<file path="src/rtl/pc_sequencer.sv">
// Program-counter controller for the DLX fetch stage. It owns the PC, drives the
// external fetch adder's operands, and arbitrates start/halt/stall/jump/branch.
module pc_sequencer #(
  parameter int unsigned     width        = 10,
  parameter logic [width-1:0] reset_vector = '0
) (
  input  logic             clk,
  input  logic             rst_n,
  input  logic             start,
  input  logic             halt,
  input  logic             stall,
  input  logic             jump,
  input  logic [width-1:0] jump_target,
  input  logic             branch_taken,
  input  logic [width-1:0] branch_base,
  input  logic [width-1:0] branch_offset,
  output logic [width-1:0] adder_a,
  output logic [width-1:0] adder_b,
  input  logic [width-1:0] adder_sum,
  output logic [width-1:0] pc,
  output logic             pc_valid,
  output logic             flush,
  output logic [1:0]       state
);

  localparam logic [1:0] IDLE  = 2'b00;
  localparam logic [1:0] RUN   = 2'b01;
  localparam logic [1:0] STALL = 2'b10;
  localparam logic [1:0] HALT  = 2'b11;

  logic [1:0]       state_q, state_d;
  logic [width-1:0] pc_q, pc_d;
  logic             pc_valid_q, pc_valid_d;
  logic             flush_q, flush_d;

  // Requests are only honoured in RUN/STALL; halt beats every redirect.
  always_comb begin
    state_d = state_q;
    pc_d    = pc_q;
    flush_d = 1'b0;
    adder_a = '0;
    adder_b = '0;
    case (state_q)
      IDLE: begin
        if (start) state_d = RUN;
      end
      RUN: begin
        if (branch_taken) begin
          adder_a = branch_base;
          adder_b = branch_offset;
        end else begin
          adder_a = pc_q;
          adder_b = {{(width-1){1'b0}}, 1'b1};
        end
        if (halt) begin
          state_d = HALT;
        end else if (jump) begin
          pc_d    = jump_target;
          flush_d = 1'b1;
        end else if (branch_taken) begin
          pc_d    = adder_sum;
          flush_d = 1'b1;
        end else if (stall) begin
          state_d = STALL;
        end else begin
          pc_d = adder_sum;
        end
      end
      STALL: begin
        if (branch_taken) begin
          adder_a = branch_base;
          adder_b = branch_offset;
        end
        if (halt) begin
          state_d = HALT;
        end else if (jump) begin
          pc_d    = jump_target;
          flush_d = 1'b1;
          state_d = RUN;
        end else if (branch_taken) begin
          pc_d    = adder_sum;
          flush_d = 1'b1;
          state_d = RUN;
        end else if (!stall) begin
          // Resume without incrementing; the held PC is fetched once in RUN.
          state_d = RUN;
        end
      end
      default: ;
    endcase
    pc_valid_d = (state_d == RUN);
  end

  always_ff @(posedge clk or negedge rst_n) begin
    if (!rst_n) begin
      state_q    <= IDLE;
      pc_q       <= reset_vector;
      pc_valid_q <= 1'b0;
      flush_q    <= 1'b0;
    end else begin
      state_q    <= state_d;
      pc_q       <= pc_d;
      pc_valid_q <= pc_valid_d;
      flush_q    <= flush_d;
    end
  end

  assign state    = state_q;
  assign pc       = pc_q;
  assign pc_valid = pc_valid_q;
  assign flush    = flush_q;

endmodule

</file>
<file path="config.mk">
export PLATFORM = sky130hd
export DESIGN_NAME = pc_sequencer
export DESIGN_NICKNAME = d
export VERILOG_FILES = /design/src/rtl/pc_sequencer.sv
export SDC_FILE = /design/constraint.sdc
export NUM_CORES = 1
export LEC_CHECK = 0
export BUFFER_PORTS_ARGS = -buffer_cell sky130_fd_sc_hd__clkbuf_2
export CAP_MARGIN = 10
export CORE_ASPECT_RATIO = 1.75
export CORE_UTILIZATION = 44
export CTS_BUF_LIST = sky130_fd_sc_hd__clkbuf_2
export CTS_CLUSTER_SIZE = 12
export DETAILED_ROUTE_END_ITERATION = 10
export PLACE_DENSITY = 0.94
export SYNTH_ARGS = -nofsm -noshare
export SYNTH_HDL_FRONTEND = slang
export SYNTH_SLANG_ARGS = --single-unit
export TNS_END_PERCENT = 30
</file>
<file path="constraint.sdc">
create_clock -name clk -period 4 [get_ports clk]
set_input_delay 0.4 -clock clk [delete_from_list [all_inputs] [get_ports clk]]
set_output_delay 0.4 -clock clk [all_outputs]
set_load 0.02 [all_outputs]
</file>
Word-level counts from Yosys, hierarchy flattened
Cells that the tools add are included.
{"block": "op_classes", "n_eq_ne": 7, "mux": 28, "n_reduce_logical": 4}
{"cell": "2-to-1 mux 10 bit", "n": 11}
{"cell": "one-hot mux 10 bit (2 select lines)", "n": 3}
{"cell": "2-to-1 mux 2 bit", "n": 9}
{"cell": "one-hot mux 2 bit (3 select lines)", "n": 1}
{"cell": "AND reduction 5 bit", "n": 1}
{"cell": "equality test 2 x 1 -> 1 bit (second input constant)", "n": 2}
{"cell": "2-to-1 mux 1 bit", "n": 4}
{"cell": "inequality test 2 bit (second input constant)", "n": 2}
{"cell": "inequality test 4 bit (second input constant)", "n": 1}
{"cell": "inequality test 3 bit (second input constant)", "n": 1}
{"cell": "equality test 2 bit (second input constant)", "n": 1}
{"cell": "zero test 2 bit", "n": 1}
{"cell": "nonzero test 2 bit", "n": 1}
{"cell": "OR reduction 2 bit", "n": 1}
{"block": "totals", "reg_bits": 14, "input_bits": 47, "out_inout_bits": 34}

Depth between registers and ports, before layout
{"block": "depth", "depth_word": 6, "depth_mapped": 7, "mapped_depth_nobuf": 5}

Least setup slack after synthesis
No wires, ideal clock.
{"block": "synth_path", "path_type": "flip-flop to output port", "start": "register state_q[0], in the netlist state[0]", "end": "output port adder_b[1]", "arrival_time_ps": 1761, "t_required_ps": 3600, "setup_slack_ps": 1839, "stages_incl_launch_ff": 8, "path_buffers": 2, "cell_sequence": "dfrtp_1 -> inv_1 -> ha_1 -> buf_6 -> or2_2 -> and3_1 -> clkbuf_1 -> and2_1"}
{"block": "synth_via", "elab_chain_cells": 2}
{"element": "start, declared", "line": "31", "source": "logic [1:0] state_q, state_d;"}
{"element": "start signal, assigned", "line": "101", "source": "state_q <= state_d;"}
{"element": "equality test 2 bit or equality test 2 x 1 -> 1 bit (tied branches)", "line": "43", "source": "case (state_q)"}
{"element": "one-hot mux 10 bit (2 select lines) *", "line": "43"}
{"element": "end, declared", "line": "18", "source": "output logic [width-1:0] adder_b,"}
Mark *: on every way between the ends. The rest lies on a longest branch, timed or not.

Worst setup path in the final report
{"block": "layout_path", "start": "register state_q[1], in the netlist state[1]", "end": "output port adder_a[4]"}
{"block": "layout_via", "elab_chain_cells": 2}
{"element": "equality test 2 bit or equality test 2 x 1 -> 1 bit (tied branches)", "line": "43"}
{"element": "one-hot mux 10 bit (2 select lines) *", "line": "43"}
{"element": "end, declared", "line": "17", "source": "output logic [width-1:0] adder_a,"}
Marked as above.

==> summary.md <==
| Metric | Value |
|---|---|
| Vias | 1207 |
| Max frequency | 0.379 GHz |
| Fin Setup TNS | 0 ns |
| Vias per inst | 5.78 |
| Layout net count | around 240 |
| Clock skew | 0.0219 ns |
| Inst Count DP | 204 |
| Die area | 2670 µm² |
| GRT Overall Usage | 26.0% |
| Top FF cell, synth | dfrtp_1 |
| Buffers on Ports | 80 |
| Syn_nets | 159 |
| Clock H-tree levels | 1 |
| Buf+Inv Stages, Crit Path | 2 |
| Fin crit share | 66.0% |
| GRT overflow | 0 |
| Post-Syn Area | 1080 µm² |
| Register area share after synthesis | about a third |
| Non-Filler Instances | 209 |
| Netlist cell types | 27 |
| Max IR drop VDD | approximately 0.00045 V |
| Hold Vio Cnt, Final | 0 |
| # rows | 23 |
| Residual DRC count | 0 |
| RSZ-0062 raised after global routing | false |
| PnR Total Power | roughly 1.1 mW |
| DP Wirelength | 2.62 mm |
| Largest net degree at the start of global routing | 18 |
| GP Congestion | 0.919 |
| Critical path launch point type | flop |
| Synthesized instance count | 108 |
| Post-route antenna net violation count | 0 |
| Initial Util | 47.0% |
| Largest area contributor in the netlist | dfrtp_1 |
| CTS tree | yes |
| Synth Area per Inst | ~10 µm² |
| WHS | between 0.4 and 0.5 ns |
| Leak pwr | 0.762 nW |
| Clock sink count | 14 |
| Hold Startpoint | halt |
| Antenna violations before repair | 0 |
| Async SR Flop Fraction | 100% |
| IO Count | 81 |
| RR Startpoint | state[0]$_DFF_PN0_ |
| Area grow syn2layout | 38.2% |
| Hold Crit Class | input pin to flop |
| Worst path slowest cell | nor2b_1 |
| Pwr dens | 720 nW/µm² |
| Drt initial violations | 42 |
| Number of flops mapped to enable cells by yosys | 0 |
| CP Data Required Time | 3.60 ns |
| Worst Max-Slew Pin Slew | 0.663 ns |
| Max Cap Violations | 0 |
| Die height | 67.6 µm |
| Critical path class | flop to output pin |
| Clock insertion delay at the later pin of the skew report | 0.28 ns |
| Crit-path cells | inv_1 > ha_1 > nor2b_1 > a32oi_1 > nor2b_1 > clkbuf_2 |
| Slew HR | between 50 and 60% |
| Number of global-route vias before repair | 1133 |
| Final WL | 3.31 mm |
| Fin util | 64.9% |
| Dominant cells by area after synthesis | dfrtp_1 (32%), mux2_2 (21%), a32oi_1 (8.9%) |
| Layout cells sized above 1 | 58.2% |
| Post-CTS Setup Inserts | 0 |
| First-pass GRT wire length | between 4 and 5 mm |
| Clock edge transition at the registers on the reported setup and hold paths | 0.12 ns |
| Num CTS Buffers | 3 |
| Crit path top cell by count | nor2b_1 |
| CTS root buffer | clkbuf_2 |
| Maximum clock insertion buffer count | 2 |
| CP peak stage delay | 0.58 ns |
| CP top delay family | simple AND/OR/NAND/NOR gates |
| Die width | 39.5 µm |
| CP Capture Type | output pin |
| Final Setup Violations | 0 |
| Critical Path Fanout Max | 10 |
| Run status | finished clean |
| WL per Instance | 15.8 µm |
| Max-slew violations | 0 |
| 1st-pass router iterations | 4 |
| Synth Register Bits | 14 |
| Setup crit start | state[1]$_DFF_PN0_ |
| Synth top area share | 32.4% |
| Yosys warnings | 0 |
| Minimum clock period | ~2.6 ns |
| CP arrival | 2.24 ns |
| Core footprint | ~2300 µm² |
| ANT cells | 0 |
## per-stage QoR
stage	area [µm²]	worst slack [ns]
after floorplan	1080	1.84
after global placement	1470	1.80
after detailed placement	1470	1.73
after CTS	1490	1.40
after global routing	1490	1.15
final	1490	1.36
## worst paths after layout
path | to | slack (ns) | cells after the start
min reg2reg | pc[0]$_DFFE_PN0P_ | 0.57 | 1
max reg2reg | pc[9]$_DFFE_PN0P_ | 1.80 | 5
max in group asynchronous | flush$_DFF_PN0_ | 3.17 | 2
max | adder_a[4] | 1.36 | 6
min in group asynchronous | pc[2]$_DFFE_PN0P_ | 0.54 | 2
min | flush$_DFF_PN0_ | 0.44 | 2
## registers in the layout (all words and copies together) (netlist names)
register  cells
pc_valid      1
pc           10
state         2
flush         1
## power breakdown
part	leakage [nW]	internal [mW]	switching, mW	total (mW)
Clock	0.0140	0.0217	0.0460	0.0677
Combinational	0.581	0.293	0.437	0.730
Sequential	0.167	0.212	0.0662	0.278
Total	0.762	0.526	0.549	1.08
## cell usage in the layout, fill, tap and decap left out
cell type      synthesis  final
or3b_2                 1      1
a21oi_1                2      2
a32oi_1               11     11
dlygate4sd3_1          0      1
ha_1                   4      4
nor2b_1               12     12
a211oi_4               1      1
o2111ai_1              1      1
and3_1                 1      1
nor3_1                 1      1
a211oi_1               1      1
o21ai_0                3      3
or2_2                  1      1
nor3b_1                1      1
or2_4                  1      1
clkinv_1               0      1
nor2_1                 4      4
dfrtp_1               14     14
inv_1                  5      5
nand2b_1               1      1
clkbuf_2               0     83
nand3_1                1      1
nor4b_1                1      1
or4_1                  1      1
mux2_2                20     20
and2_1                10     10
a221oi_1               1      1
## cell usage after synthesis (all sizes together) (2+ instances only)
| master | number |
|---|---|
| a211oi | 2 |
| a21oi | 2 |
| nor2 | 4 |
| a32oi | 11 |
| and2 | 10 |
| inv | 5 |
| mux2 | 20 |
| nor2b | 12 |
| o21ai | 3 |
| clkbuf | 7 |
| ha | 4 |
| dfrtp | 14 |
| or2 | 2 |
## metal layers
layer | global-route usage, % | wire, µm | up-vias
met1 | 24.8 | 1010 | 560
met3 | 3.29 | 290 | 14
li1 | - | - | 541
met2 | 49.0 | 1930 | 92
met4 | 14.2 | 80 | 0
met5 | 0 | 0 | -
## final cells by class
type / instances / area (µm²)
fill: 194 / 808
multi-input combinational: 80 / 664
timing repair buffer: 81 / 410
sequential: 14 / 350
tap: 25 / 31.3
inverter: 5 / 18.8
clock buffer: 3 / 15.0
clock inverter: 1 / 3.75
## cells by family after synthesis
| family | synth area share [%] |
|---|---|
| compound gates | 15.4 |
| fa+ha+maj | 4.63 |
| buf+inv | 6.13 |
| flops | 32.4 |
| mux | 20.8 |
| simple gates | 20.6 |
## repair_timing
action | in CTS | in global routing
endpoints found under the hold margin | 8 | 0
gates resized for setup | 0 | 0
setup endpoints to repair | 0 | 0
hold buffers | 1 | 0
Note: power is estimated with default switching activity, not from simulation.
